==> config.mk <==
export PLATFORM = sky130hd
export DESIGN_NAME = tx_sequence_recorder_flat
export DESIGN_NICKNAME = d
export VERILOG_FILES = /design/src/rtl/tx_sequence_recorder_if.sv /design/src/rtl/tx_sequence_recorder.sv /design/src/flat_wrapper.sv
export SDC_FILE = /design/constraint.sdc
export NUM_CORES = 1
export LEC_CHECK = 0
export ABC_AREA = 1
export CAP_MARGIN = 20
export CORE_MARGIN = 2
export CORE_UTILIZATION = 58
export CTS_BUF_LIST = sky130_fd_sc_hd__clkbuf_4 sky130_fd_sc_hd__clkbuf_8
export DETAILED_ROUTE_END_ITERATION = 8
export PLACE_DENSITY = 0.85
export SETUP_SLACK_MARGIN = 0.05
export SLEW_MARGIN = 20
export SYNTH_ARGS = -nofsm -noshare
export SYNTH_HDL_FRONTEND = slang
export SYNTH_SLANG_ARGS = --single-unit
==> constraint.sdc <==
create_clock -name clk -period 3.8 [get_ports clk]
set_input_delay 0.76 -clock clk [delete_from_list [all_inputs] [get_ports clk]]
set_output_delay 0.76 -clock clk [all_outputs]
set_load 0.05 [all_outputs]
==> src/rtl/tx_sequence_recorder_if.sv <==
// ----------------------------------------------------------------------------
// tx_sequence_recorder_if
// Push/pop bus between the TX arbiter edge detector (master side, pushes IDs),
// the grant logic (master side, pops IDs) and the ordering FIFO (slave side).
// Optional macro TX_SEQ_REC_WATERMARK_EN adds the high-water-mark signals
// wm_clr and max_count.
// ----------------------------------------------------------------------------
interface tx_sequence_recorder_if #(
    parameter int DATA_WIDTH = 3,
    parameter int CNT_WIDTH  = 4
);
    // push side
    logic                  wr_en;
    logic [2:0]            wr_mode;
    logic [DATA_WIDTH-1:0] wr_data_1;
    logic [DATA_WIDTH-1:0] wr_data_2;
    logic [DATA_WIDTH-1:0] wr_data_3;
    logic [DATA_WIDTH-1:0] wr_data_4;
    // pop side
    logic                  rd_en;
    logic [1:0]            rd_mode;
    logic [DATA_WIDTH-1:0] rd_data_1;
    logic [DATA_WIDTH-1:0] rd_data_2;
    // status
    logic                  empty;
    logic                  full;
    logic [CNT_WIDTH-1:0]  available;
    logic [CNT_WIDTH-1:0]  count;
    logic                  wr_err;
    logic                  rd_err;
`ifdef TX_SEQ_REC_WATERMARK_EN
    logic                  wm_clr;
    logic [CNT_WIDTH-1:0]  max_count;

    modport master (
        output wr_en, wr_mode, wr_data_1, wr_data_2, wr_data_3, wr_data_4,
        output rd_en, rd_mode, wm_clr,
        input  rd_data_1, rd_data_2, empty, full, available, count,
        input  wr_err, rd_err, max_count
    );

    modport slave (
        input  wr_en, wr_mode, wr_data_1, wr_data_2, wr_data_3, wr_data_4,
        input  rd_en, rd_mode, wm_clr,
        output rd_data_1, rd_data_2, empty, full, available, count,
        output wr_err, rd_err, max_count
    );
`else
    modport master (
        output wr_en, wr_mode, wr_data_1, wr_data_2, wr_data_3, wr_data_4,
        output rd_en, rd_mode,
        input  rd_data_1, rd_data_2, empty, full, available, count,
        input  wr_err, rd_err
    );

    modport slave (
        input  wr_en, wr_mode, wr_data_1, wr_data_2, wr_data_3, wr_data_4,
        input  rd_en, rd_mode,
        output rd_data_1, rd_data_2, empty, full, available, count,
        output wr_err, rd_err
    );
`endif
endinterface

==> src/rtl/tx_sequence_recorder.sv <==
// ----------------------------------------------------------------------------
// tx_sequence_recorder
// Multi-push (1..4) / multi-pop (1..2) show-ahead ordering FIFO recording which
// TX source raised a new request, in arrival order. Source ID encoding:
// NO_SOURCE=0, A2P_1=1, A2P_2=2, MASTER=3, RX_ROUTER_CFG=4, RX_ROUTER_ERR=5.
// FIFO_DEPTH need not be a power of two; pointers wrap by compare-and-subtract.
// Bursts are all-or-nothing: a write that does not fit in the pre-edge free
// space is dropped whole (wr_err pulse), a read asking for more than the
// pre-edge occupancy is refused (rd_err pulse).
// Optional macro TX_SEQ_REC_WATERMARK_EN adds a high-water mark (max_count)
// with a synchronous clear (wm_clr).
// ----------------------------------------------------------------------------
module tx_sequence_recorder #(
    parameter int DATA_WIDTH = 3,
    parameter int FIFO_DEPTH = 10,
    parameter int CNT_WIDTH  = $clog2(FIFO_DEPTH + 1)
) (
    input  logic                   clk,
    input  logic                   arst,
    tx_sequence_recorder_if.slave  bus
);

    localparam int PTR_W = (FIFO_DEPTH > 1) ? $clog2(FIFO_DEPTH) : 1;
    // Comparison width wide enough for both a 3-bit mode and a count
    localparam int CMP_W = CNT_WIDTH + 3;

    localparam logic [DATA_WIDTH-1:0] NO_SOURCE = '0;
    localparam logic [CNT_WIDTH-1:0]  DEPTH_C   = CNT_WIDTH'(FIFO_DEPTH);
    localparam logic [PTR_W:0]        DEPTH_P   = (PTR_W + 1)'(FIFO_DEPTH);

    // Storage and control state
    logic [DATA_WIDTH-1:0] mem [FIFO_DEPTH];
    logic [PTR_W-1:0]      wr_ptr;
    logic [PTR_W-1:0]      rd_ptr;
    logic [CNT_WIDTH-1:0]  count;
    logic                  wr_err;
    logic                  rd_err;

    // Decoded request and next-state signals
    logic [DATA_WIDTH-1:0] wr_data [4];
    logic [PTR_W-1:0]      wr_idx  [4];
    logic [CNT_WIDTH-1:0]  available;
    logic                  wr_mode_ok;
    logic                  rd_mode_ok;
    logic                  wr_accept;
    logic                  rd_accept;
    logic                  wr_reject;
    logic                  rd_reject;
    logic [2:0]            wr_amt;
    logic [1:0]            rd_amt;
    logic [CNT_WIDTH:0]    cnt_sum;
    logic [CNT_WIDTH-1:0]  count_next;
    logic [PTR_W-1:0]      wr_ptr_next;
    logic [PTR_W-1:0]      rd_ptr_next;

    // Modulo-FIFO_DEPTH pointer advance; k never exceeds 4 <= FIFO_DEPTH, so a
    // single conditional subtract is enough.
    function automatic logic [PTR_W-1:0] ptr_add(input logic [PTR_W-1:0] p,
                                                 input logic [2:0]       k);
        logic [PTR_W:0] s;
        s = {1'b0, p} + (PTR_W + 1)'(k);
        if (s >= DEPTH_P) begin
            s = s - DEPTH_P;
        end
        return s[PTR_W-1:0];
    endfunction

    assign wr_data[0] = bus.wr_data_1;
    assign wr_data[1] = bus.wr_data_2;
    assign wr_data[2] = bus.wr_data_3;
    assign wr_data[3] = bus.wr_data_4;

    // Free slots derive only from the registered count
    assign available = DEPTH_C - count;

    // Request qualification against pre-edge count/available
    always_comb begin
        wr_mode_ok = (bus.wr_mode >= 3'd1) && (bus.wr_mode <= 3'd4);
        rd_mode_ok = (bus.rd_mode == 2'd1) || (bus.rd_mode == 2'd2);
        wr_accept  = 1'b0;
        wr_reject  = 1'b0;
        rd_accept  = 1'b0;
        rd_reject  = 1'b0;
        if (bus.wr_en && wr_mode_ok) begin
            if (CMP_W'(bus.wr_mode) <= CMP_W'(available)) begin
                wr_accept = 1'b1;
            end else begin
                wr_reject = 1'b1;
            end
        end
        if (bus.rd_en && rd_mode_ok) begin
            if (CMP_W'(bus.rd_mode) <= CMP_W'(count)) begin
                rd_accept = 1'b1;
            end else begin
                rd_reject = 1'b1;
            end
        end
        wr_amt = wr_accept ? bus.wr_mode : 3'd0;
        rd_amt = rd_accept ? bus.rd_mode : 2'd0;
    end

    // Next occupancy and pointers; acceptance rules keep the result in range
    always_comb begin
        cnt_sum     = {1'b0, count} + (CNT_WIDTH + 1)'(wr_amt)
                    - (CNT_WIDTH + 1)'(rd_amt);
        count_next  = cnt_sum[CNT_WIDTH-1:0];
        wr_ptr_next = ptr_add(wr_ptr, wr_amt);
        rd_ptr_next = ptr_add(rd_ptr, {1'b0, rd_amt});
        for (int i = 0; i < 4; i++) begin
            wr_idx[i] = ptr_add(wr_ptr, 3'(i));
        end
    end

    // Burst write into storage; storage is data and carries no reset
    always_ff @(posedge clk) begin
        for (int i = 0; i < 4; i++) begin
            if (wr_accept && (3'(i) < bus.wr_mode)) begin
                mem[wr_idx[i]] <= wr_data[i];
            end
        end
    end

    // Pointer, occupancy and error-pulse registers
    always_ff @(posedge clk or negedge arst) begin
        if (!arst) begin
            wr_ptr <= '0;
            rd_ptr <= '0;
            count  <= '0;
            wr_err <= 1'b0;
            rd_err <= 1'b0;
        end else begin
            wr_ptr <= wr_ptr_next;
            rd_ptr <= rd_ptr_next;
            count  <= count_next;
            wr_err <= wr_reject;
            rd_err <= rd_reject;
        end
    end

    // Show-ahead read ports and status decode, all from registered state
    always_comb begin
        bus.rd_data_1 = (count == '0) ? NO_SOURCE : mem[rd_ptr];
        bus.rd_data_2 = (count >= CNT_WIDTH'(2)) ? mem[ptr_add(rd_ptr, 3'd1)]
                                                 : NO_SOURCE;
        bus.empty     = (count == '0);
        bus.full      = (count == DEPTH_C);
        bus.available = available;
        bus.count     = count;
        bus.wr_err    = wr_err;
        bus.rd_err    = rd_err;
    end

`ifdef TX_SEQ_REC_WATERMARK_EN
    logic [CNT_WIDTH-1:0] max_count;

    // High-water mark; a clear restarts tracking from the incoming count
    always_ff @(posedge clk or negedge arst) begin
        if (!arst) begin
            max_count <= '0;
        end else if (bus.wm_clr) begin
            max_count <= count_next;
        end else if (count_next > max_count) begin
            max_count <= count_next;
        end
    end

    assign bus.max_count = max_count;
`endif

endmodule

==> src/flat_wrapper.sv <==
// flat-port wrapper written by rule: the top's interface ports become plain ports
module tx_sequence_recorder_flat 
#(
    parameter int DATA_WIDTH = 3,
    parameter int FIFO_DEPTH = 10,
    parameter int CNT_WIDTH  = $clog2(FIFO_DEPTH + 1)
)
  (clk, arst, bus_wr_en, bus_wr_mode, bus_wr_data_1, bus_wr_data_2, bus_wr_data_3, bus_wr_data_4, bus_rd_en, bus_rd_mode, bus_rd_data_1, bus_rd_data_2, bus_empty, bus_full, bus_available, bus_count, bus_wr_err, bus_rd_err);
  tx_sequence_recorder_if #(.DATA_WIDTH(DATA_WIDTH), .CNT_WIDTH(CNT_WIDTH)) bus_i ();
  input  logic clk;
  input  logic arst;
  input wire logic [$bits(bus_i.wr_en)-1:0] bus_wr_en;
  input wire logic [$bits(bus_i.wr_mode)-1:0] bus_wr_mode;
  input wire logic [$bits(bus_i.wr_data_1)-1:0] bus_wr_data_1;
  input wire logic [$bits(bus_i.wr_data_2)-1:0] bus_wr_data_2;
  input wire logic [$bits(bus_i.wr_data_3)-1:0] bus_wr_data_3;
  input wire logic [$bits(bus_i.wr_data_4)-1:0] bus_wr_data_4;
  input wire logic [$bits(bus_i.rd_en)-1:0] bus_rd_en;
  input wire logic [$bits(bus_i.rd_mode)-1:0] bus_rd_mode;
  output wire logic [$bits(bus_i.rd_data_1)-1:0] bus_rd_data_1;
  output wire logic [$bits(bus_i.rd_data_2)-1:0] bus_rd_data_2;
  output wire logic [$bits(bus_i.empty)-1:0] bus_empty;
  output wire logic [$bits(bus_i.full)-1:0] bus_full;
  output wire logic [$bits(bus_i.available)-1:0] bus_available;
  output wire logic [$bits(bus_i.count)-1:0] bus_count;
  output wire logic [$bits(bus_i.wr_err)-1:0] bus_wr_err;
  output wire logic [$bits(bus_i.rd_err)-1:0] bus_rd_err;
  assign bus_i.wr_en = bus_wr_en;
  assign bus_i.wr_mode = bus_wr_mode;
  assign bus_i.wr_data_1 = bus_wr_data_1;
  assign bus_i.wr_data_2 = bus_wr_data_2;
  assign bus_i.wr_data_3 = bus_wr_data_3;
  assign bus_i.wr_data_4 = bus_wr_data_4;
  assign bus_i.rd_en = bus_rd_en;
  assign bus_i.rd_mode = bus_rd_mode;
  assign bus_rd_data_1 = bus_i.rd_data_1;
  assign bus_rd_data_2 = bus_i.rd_data_2;
  assign bus_empty = bus_i.empty;
  assign bus_full = bus_i.full;
  assign bus_available = bus_i.available;
  assign bus_count = bus_i.count;
  assign bus_wr_err = bus_i.wr_err;
  assign bus_rd_err = bus_i.rd_err;
  tx_sequence_recorder #(.DATA_WIDTH(DATA_WIDTH), .FIFO_DEPTH(FIFO_DEPTH), .CNT_WIDTH(CNT_WIDTH)) u_core (.clk(clk), .arst(arst), .bus(bus_i));
endmodule
== Yosys cells after proc, flatten, opt, wreduce, memory -nomap -nowiden ==
Memory sizes are Yosys's and may differ from the RTL's.
Index checks and enable logic that the tools add are counted.
Storage, ports and cells
  logic and storage cells: 77
  input port bits: 21
  register bits after elaboration: 14
  output and inout port bits: 18
  memory bits (writable): 30
  memories: 1
Memories
  u_core.mem: words 10, bits a word 3, read ports 2, clocked after memory_dff 0, write ports 4, RTL line tx_sequence_recorder.sv:32  | logic [DATA_WIDTH-1:0] mem [FIFO_DEPTH];
Cells by class
  add/sub/neg operators: 16
  mux-type cells: 27
  equality and inequality tests: 3
  reductions and logical operators: 9
  magnitude comparators: 16
Operators by type and width (number)
  $ge A5 B4 Y1 const B: 6
  $mux W4: 7
  $sub A4 B4 Y4 const B: 7
  $mux W1: 16
  $add A4 B1 Y5 const B: 2
  $add A4 B2 Y5 const B: 2
  $mux W3: 3
  $logic_and A1 B1 Y1: 7
  $lt A1 B3 Y1 const A: 2
  $lt A2 B3 Y1 const A: 2
  $add A4 B2 Y5: 1
  $add A4 B3 Y5: 1
  $add A4 B3 Y4: 1
  $eq A4 B4 Y1 const B: 1
  $ge A4 B2 Y1 const B: 1
  $ge A4 B4 Y1 const B: 1
  $le A2 B4 Y1: 1
  $le A3 B4 Y1: 1
  $logic_not A4 Y1: 1
  $sub A4 B2 Y4: 1
  $sub A4 B4 Y4 const A: 1
  $ge A3 B1 Y1 const B: 1
  $le A3 B3 Y1 const B: 1
  $eq A2 B1 Y1 const B: 1
  other kinds (3): 3

== Logic depth before layout (Yosys ltp) ==
Gate-level depths: netlist of run 1.
  word-level depth: 8
  gate-level depth with buffers: 24
  gate-level depth less buffers: 24

== Worst setup path before layout of run 1 ==
No wires, ideal clock.
  path kind: register -> register
  start point: reg u_core.count[0], in the netlist u_core.bus.count[0]
  end point: reg u_core.wr_ptr[1]
  clock period less this slack: 3829 ps
  path buffers: 0
  arrival: 3713 ps
  slack: -29 ps
  setup time: 117 ps
  stages on the path, launching flop included: 22
  required time: 3683 ps
  cells stage by stage: dfrtp_1 -> ha_1 -> xor2_1 -> inv_1 -> ha_1 -> nand3_1 -> nand3_2 -> nand2_1 -> nor2_1 -> ha_1 -> ha_1 -> inv_1 -> nand2_1 -> nand2_1 -> nand2_1 -> inv_1 -> ha_1 -> nand2_1 -> nand3_1 -> nand2_1 -> nand2_1 -> nand2_1
On the way
  longest elaborated chain between the ends: 8
  elaborated cells between the ends (all ways): 9
  those cells by class: add/sub: 3; order compare: 2; mux: 4
RTL lines
  start: declaration: RTL line tx_sequence_recorder.sv:35  | logic [CNT_WIDTH-1:0] count;
  start signal: assignment: RTL line tx_sequence_recorder.sv:134  | count <= count_next;
  $sub A4 B4 Y4 (*): RTL line tx_sequence_recorder.sv:74  | assign available = DEPTH_C - count;
  net bus_available[2]: RTL line flat_wrapper.sv:24  | output wire logic [$bits(bus_i.available)-1:0] bus_available;
  $le A3 B4 Y1 (*): RTL line tx_sequence_recorder.sv:85  | if (CMP_W'(bus.wr_mode) <= CMP_W'(available)) begin
  $mux W1 (*): RTL line tx_sequence_recorder.sv:85
  $mux W1 (*): RTL line tx_sequence_recorder.sv:84  | if (bus.wr_en && wr_mode_ok) begin
  $mux W3 (*): RTL line tx_sequence_recorder.sv:98  | wr_amt = wr_accept ? bus.wr_mode : 3'd0;
  $add A4 B3 Y5 (*): RTL line tx_sequence_recorder.sv:61  | s = {1'b0, p} + (PTR_W + 1)'(k);
  $sub A4 B4 Y4 / $ge A5 B4 Y1 (equally long branches): RTL line tx_sequence_recorder.sv:63, tx_sequence_recorder.sv:62
  $mux W4 (*): RTL line tx_sequence_recorder.sv:62  | if (s >= DEPTH_P) begin
  net u_core.wr_ptr_next[1]: RTL line tx_sequence_recorder.sv:53  | logic [PTR_W-1:0] wr_ptr_next;
  end signal: assignment: RTL line tx_sequence_recorder.sv:132  | wr_ptr <= wr_ptr_next;
  end: declaration: RTL line tx_sequence_recorder.sv:33  | logic [PTR_W-1:0] wr_ptr;
Mark *: on every way through the listed nets, which the timed path passes. The rest lies on a longest branch.

== Final worst setup path of run 1 ==
  start point: in bus_rd_mode[1]
  end point: reg u_core.rd_ptr[3]
On the way
  longest elaborated chain between the ends: 8
  elaborated cells between the ends (all ways): 12
  those cells by class: add/sub: 2; order compare: 2; eq/ne: 2; mux: 4; reduce/logical: 2
RTL lines
  start: declaration: RTL line flat_wrapper.sv:19  | input wire logic [$bits(bus_i.rd_mode)-1:0] bus_rd_mode;
  branches (longest 4 deep; another with $le A2 B4 Y1)
  $mux W2 (*): RTL line tx_sequence_recorder.sv:99  | rd_amt = rd_accept ? bus.rd_mode : 2'd0;
  $add A4 B2 Y5 (*): RTL line tx_sequence_recorder.sv:61
  $sub A4 B4 Y4 / $ge A5 B4 Y1 (equally long branches): RTL line tx_sequence_recorder.sv:63, tx_sequence_recorder.sv:62
  $mux W4 (*): RTL line tx_sequence_recorder.sv:62
  net u_core.rd_ptr_next[3]: RTL line tx_sequence_recorder.sv:54  | logic [PTR_W-1:0] rd_ptr_next;
  end signal: assignment: RTL line tx_sequence_recorder.sv:133  | rd_ptr <= rd_ptr_next;
  end: declaration: RTL line tx_sequence_recorder.sv:34  | logic [PTR_W-1:0] rd_ptr;
Mark *: on every way through the listed nets, which the timed path passes.

==> results of run 1 <==
-- flip-flops by register name, indices dropped and copies added, names as in the netlist --
register and count:
u_core.bus.count 4, u_core.wr_ptr 4, u_core.rd_ptr 4, u_core.bus.rd_err 1
u_core.mem 30, u_core.bus.wr_err 1
-- layer usage --
metal / share of wire (%) / vias up
met2: 48 / 239
met5: 0 / -
li1: - / 2559
met4: 3.0 / 0
met3: 7.4 / 39
met1: 42 / 2314
-- worst max-delay path, stage by stage --
cell,delay [ns]
clkdlybuf4s50_1,0.48
ha_1,0.34
inv_1,0.05
nor2_1,0.08
o211ai_1,0.14
nand2_1,0.09
nor2_1,0.06
ha_1,0.20
fa_1,0.41
xor2_1,0.17
inv_1,0.09
ha_1,0.21
inv_1,0.10
a21oi_1,0.05
o21ai_1,0.29
nand3_1,0.13
o21ai_0,0.11
-- metrics by stage --
stage | worst slack (ns) | total power, mW
after CTS | 0.1649 | 5.695
after global placement | 0.1483 | 5.166
after detailed placement | -0.1501 | 5.318
after global routing | 0.05605 | 6.253
after floorplan | 0.2421 | 4.049
final | 0.2432 | 5.741
-- layout make-up --
class | count | area, sq um
Fill cell | 732 | 2645
Tap cell | 105 | 131.4
Clock inverter | 3 | 42.54
Multi-Input combinational cell | 588 | 3161
Timing Repair Buffer | 44 | 473.0
Clock buffer | 5 | 68.82
Inverter | 117 | 442.9
Sequential cell | 44 | 1252
-- final timing paths --
check | startpoint | end | slack, ns | cells after the start
setup / recovery | bus_rd_mode[1] | u_core.rd_ptr[3]$_DFF_PN0_ | 0.24 | 17
hold / removal | u_core.wr_ptr[3]$_DFF_PN0_ | u_core.wr_ptr[3]$_DFF_PN0_ | 0.68 | 2
setup reg to reg | u_core.bus.count[0]$_DFF_PN0_ | u_core.wr_ptr[1]$_DFF_PN0_ | 0.57 | 23
hold reg to reg | u_core.wr_ptr[3]$_DFF_PN0_ | u_core.wr_ptr[3]$_DFF_PN0_ | 0.68 | 2
max in group asynchronous | arst | u_core.rd_ptr[1]$_DFF_PN0_ | 2.47 | 1
min in group asynchronous | arst | u_core.wr_ptr[0]$_DFF_PN0_ | 0.85 | 1
-- cells by family after synthesis --
kind of cell | Yosys count | share of synthesized area (%)
XOR/XNOR | 15 | 2.815
flip-flops | 44 | 25.36
adder cells (fa/ha/maj) | 37 | 9.688
AND/OR/NAND/NOR | 437 | 40.02
buffers and inverters | 134 | 10.78
multiplexers | 1 | 0.2029
AO/OA/AOI/OAI | 98 | 11.13
-- where the power goes --
part	switching, mW	internal [mW]	total (mW)	leakage [nW]
Clock	0.175	0.195	0.370	0.0558
Sequential	0.161	0.723	0.884	0.444
Combinational	2.94	1.54	4.49	2.23
-- placed cells by master (no fill, tap or decap), types with 4 or more instances in the layout --
master	netlist	final
a21oi_1	39	39
buf_12	0	5
buf_4	1	7
clkbuf_8	0	5
clkdlybuf4s50_1	0	32
clkinv_1	5	6
dfrtp_1	14	13
edfxtp_1	30	30
ha_1	35	35
inv_1	102	101
inv_2	10	10
nand2_1	201	200
nand2_2	10	11
nand2_4	5	5
nand3_1	110	110
nand4_1	4	4
nor2_1	78	78
nor2_2	10	10
nor2_4	4	4
nor3_1	6	6
o2111ai_1	5	5
o211ai_1	4	4
o21ai_0	36	35
o22ai_1	5	5
xnor2_1	5	5
xor2_1	9	8
==> out/summary.txt, run 1 <==
Layout Cells excl Fill: 906
DR vias/cell: 5.685
Routed Antenna Nets: 0
Status: finished clean
Chip height: 96.23 um
Area delta synth->final: 12.93%
Sinks on Clock Net: 44
Number of hold buffers added after CTS: 0
Post-synthesis sequential element count: 44
Worst Setup End Kind: register
Wire per inst: 15.12 um
Post_cts resized: 0
Drt total wl: 13700 um
VDD IR max: 677.7 uV
Initial antenna violation count: 0
Std cell rows: 33
H-tree levels: 2
Area of the core: 8217 sq um
Worst-Margin Slew: 0.6745 ns
HP Class: reg -> reg
Net Count, Synth: 824
Setup Fix Bufs, Post-CTS: 0
Leakage: 2.727 nW
Crit path DAT: 3.78 ns
Finished Cell Area: 5572 sq um
First-pass GRT wire length: 22670 um
Largest cells by area after synthesis: edfxtp_1 18%, nand2_1 15%, nand3_1 11%
Critical Path Source Type: primary input
Count leader, synth: nand2_1
Most Crowded Layer GR: met2
Number of max-cap violations: 0
DRC: 0
CTS Buf Count: 5
Synthesized instance count: 766
Fraction of registers with async set/reset: 31.82%
Worst-path fanout max: 4
Power Density: 1030 nW/um^2
Yosys warnings: 0
GR Util met3: 4.072%
1st-pass router iterations: 5
Placed cell area: 5453 sq um
Post-synth top area cell: edfxtp_1
Worst-skew pair later-pin latency: 0.31 ns
Post-synth cell types: 42
Initial core utilization: 60.04%
Post-DP HPWL: 11010 um
Nets: 858
Final Wtd Congestion: 0.9673
Clock slew at reported path FFs: 0.09 ns
Largest net degree at the start of global routing: 36
CP Data Required Time: 4.02 ns
RSZ-0062 raised after global routing: no
Die width: 96.23 um
Rel. slew slack: 54.90%
PortBufs: 38
IO Pins: 39
Fin. max-slew vios: 0
Vias: 5151
Sequential fraction of the synthesis area: 25.36%
Clock skew: 0.008790 ns
Post-synth top cells: 201 x nand2_1, 110 x nand3_1, 102 x inv_1, 78 x nor2_1, 39 x a21oi_1
Netlist Area Pre-Place: 4933 sq um
Fraction of met1 tracks used by global routing: 41.79%
Antenna diode count: 0
Period utilization: 93.60%
GRT Total Usage: 31.83%
Total grt overflow: 0
Hold_ws: 0.6837 ns
Vias in the first global route: 4760
Share of layout cells above drive strength 1: 8.989%
Clk buf depth: 2
Top_reg_cell synth: edfxtp_1
Die area: 9259 sq um
Inst Count DP: 898
Met2 Resource Use GR: 53.47%
1st-iter DRT viols: 569
Max Fclk: 281.2 MHz
Final Hold Fails: 0
Final cell utilization of the core: 67.81%
Minimum clock period: 3.557 ns
Root Driver: clkbuf_8
Worst setup path category: in -> reg
Setup TNS: 0 ns
Syn_area_per_cell: 6.441 sq um
CTS tree: done
Final setup viols: 0
Post-synth EDFFs: 30
Share of the synthesized area in the top cell type: 18.26%
No activity file was read; power rests on OpenSTA's default activity.
==> run 2, diff against run 1 <==
Settings changed: CORE_UTILIZATION 58 to 56, CTS_CLUSTER_DIAMETER set to 50, PLACE_DENSITY 0.85 to 0.86.
Clock period 3.8 ns to 3.1 ns, I/O delays scaled along.
==> run 2 against run 1 <==
- worst hold slack improved by 0.0052 ns
- flip-flop and latch count unchanged
- worst setup slack got worse by 0.38 ns
- largest cell class unchanged
- first-iteration DRC count increased by 9.5%
- critical path depth decreased by 1
- highest routed layer unchanged
- clock-buffer cell count unchanged
- the run now ends with setup timing left
==> out/summary.txt, run 2 (same netlist as run 1, synthesis figures left out) <==
1st-iter DRT viols: 623
Fin. max-slew vios: 0
HP Class: reg -> reg
Failing checks: setup timing
Worst-Margin Slew: 0.6990 ns
Clk buf depth: 2
Die area: 9577 sq um
Nets: 933
Max Fclk: 309.3 MHz
Clock slew at reported path FFs: 0.10 ns
Status: complete, but fails checks
DR vias/cell: 5.888
Largest net degree at the start of global routing: 35
Die width: 97.86 um
DRC: 0
Initial core utilization: 57.13%
CP Data Required Time: 2.48 ns
RSZ-0062 raised after global routing: yes
IO Pins: 39
1st-pass router iterations: 8
Final cell utilization of the core: 76.79%
Clock skew: 0.008564 ns
Fillers: 571
Crit-path slowest cell: dfrtp_2
Setup ws final: -0.1330 ns
Total grt overflow: 0
Period utilization: 104.3%
Max reg flops: 30
Final setup viols: 4
Worst setup path category: reg -> out
PortBufs: 38
Crit path DAT: 2.61 ns
Wire per inst: 18.21 um
Crit. Startpoint: u_core.rd_ptr[1]$_DFF_PN0_
Fraction of met1 tracks used by global routing: 44.55%
Area of the core: 8636 sq um
First-pass GRT wire length: 25580 um
Most Crowded Layer GR: met2
Met2 Resource Use GR: 54.48%
Worst-path cell chain: ha_4 > xor2_4 > inv_2 > ha_4 > nand2_4 > nand2_4 > nand2_4 > nand2_4 > nand2_8 > buf_4 > nand2_1 > nand3_1 > nand3_2 > nand3_2 > inv_2 > buf_12
Final Wtd Congestion: 1.013
Minimum clock period: 3.233 ns
Chip height: 97.86 um
CTS tree: done
Worst-path fanout max: 8
GR Util met3: 4.581%
Number of max-cap violations: 0
Commonest non-fill, non-tap cell in the layout: nand2_1
Worst-skew pair later-pin latency: 0.30 ns
Area delta synth->final: 34.42%
GRT Total Usage: 33.06%
Antenna diode count: 0
Vias: 5794
Rel. slew slack: 53.26%
CP max stage delay: 0.47 ns
CTS Buf Count: 5
Share of layout cells above drive strength 1: 25.91%
Post-DP HPWL: 12090 um
Hold Path Origin: u_core.wr_ptr[3]$_DFF_PN0_
Critical Path Source Type: register
Cell repeated most along the worst path: nand2_4
Most frequent cells in the layout: 189 x nand2_1, 100 x nand3_1, 85 x inv_1, 77 x buf_4, 76 x nor2_1
Root Driver: clkbuf_8
Routed Antenna Nets: 0
Initial antenna violation count: 0
Reg-to-Reg Start: u_core.bus.count[1]$_DFF_PN0_
Worst Setup End Kind: output pin
Drt total wl: 17910 um
Number of hold buffers added after CTS: 0
Std cell rows: 34
H-tree levels: 2
Sinks on Clock Net: 44
Vias in the first global route: 5231
Final Hold Fails: 0
[run 2: changes by cell type in the layout (fill, tap and decap cells not counted), sizes merged]
cell / previous run / this run
clkdlybuf4s50: 32 / 29
buf: 12 / 86
clkbuf: 5 / 6
dlymetal6s2s: 0 / 1
clkinv: 7 / 6
dlygate4sd2: 0 / 2
inv: 111 / 112
[run 2: through the flow]
stage                     hold slack (ns)  std cells  setup slack [ns]  setup TNS (ns)  cell area (sq um)
after floorplan                    0.3244        766          -0.01316        -0.01875               5027
after global placement             0.6559        960           -0.2549          -1.501               5986
after detailed placement           0.6692        960           -0.5206          -5.264               5986
after CTS                          0.6919        976           0.01360               0               6236
after global routing               0.7146        984           -0.1418         -0.4686               6631
final                              0.6889        984           -0.1330         -0.2116               6631
[run 2: path summary, 6_finish.rpt]
kind / to / slack (ns) / cells after the start
worst max-delay path: bus_rd_data_2[0] / -0.13 / 16
worst min-delay path: u_core.wr_ptr[3]$_DFF_PN0_ / 0.69 / 2
worst max register to register: u_core.rd_ptr[3]$_DFF_PN0_ / 0.11 / 16
worst min register to register: u_core.wr_ptr[3]$_DFF_PN0_ / 0.69 / 2
max in group asynchronous: u_core.rd_ptr[0]$_DFF_PN0_ / 1.88 / 1
min in group asynchronous: u_core.bus.wr_err$_DFF_PN0_ / 0.73 / 1
[run 2: repair_timing]
action                     CTS  global route
setup endpoints to repair   10            48
gates cloned                 0             1
setup buffers                8             8
gates resized for setup     30            69
pin swaps                   10            30
[run 2: critical path: cells and delay by family, from the launching register on]
kind	cells	cell delay, ns
buffers and inverters	4	0.46
XOR/XNOR	1	0.16
AND/OR/NAND/NOR	9	0.85
flip-flops	1	0.47
adder cells (fa/ha/maj)	2	0.36
[run 2: cell type report]
type,count,area (sq um),area share [%]
clock inverter,3,46.29,0.6981
timing repair buffer,119,1077,16.25
multi-input combinational,588,3598,54.26
sequential,44,1259,18.98
clock buffer,5,68.82,1.038
tap,108,135.1,2.038
inverter,117,446.7,6.736
[run 2: metal layers]
layer	vias up	routed length [um]	share of wire (%)
li1	2702	-	-
met1	2645	7026	39
met2	366	8607	48
met3	81	1546	8.6
met4	0	733	4.1
met5	-	0	0
Power of run 2 is not shown: default switching activity piles up to over one toggle a cycle in this logic, so the estimate is an artifact.
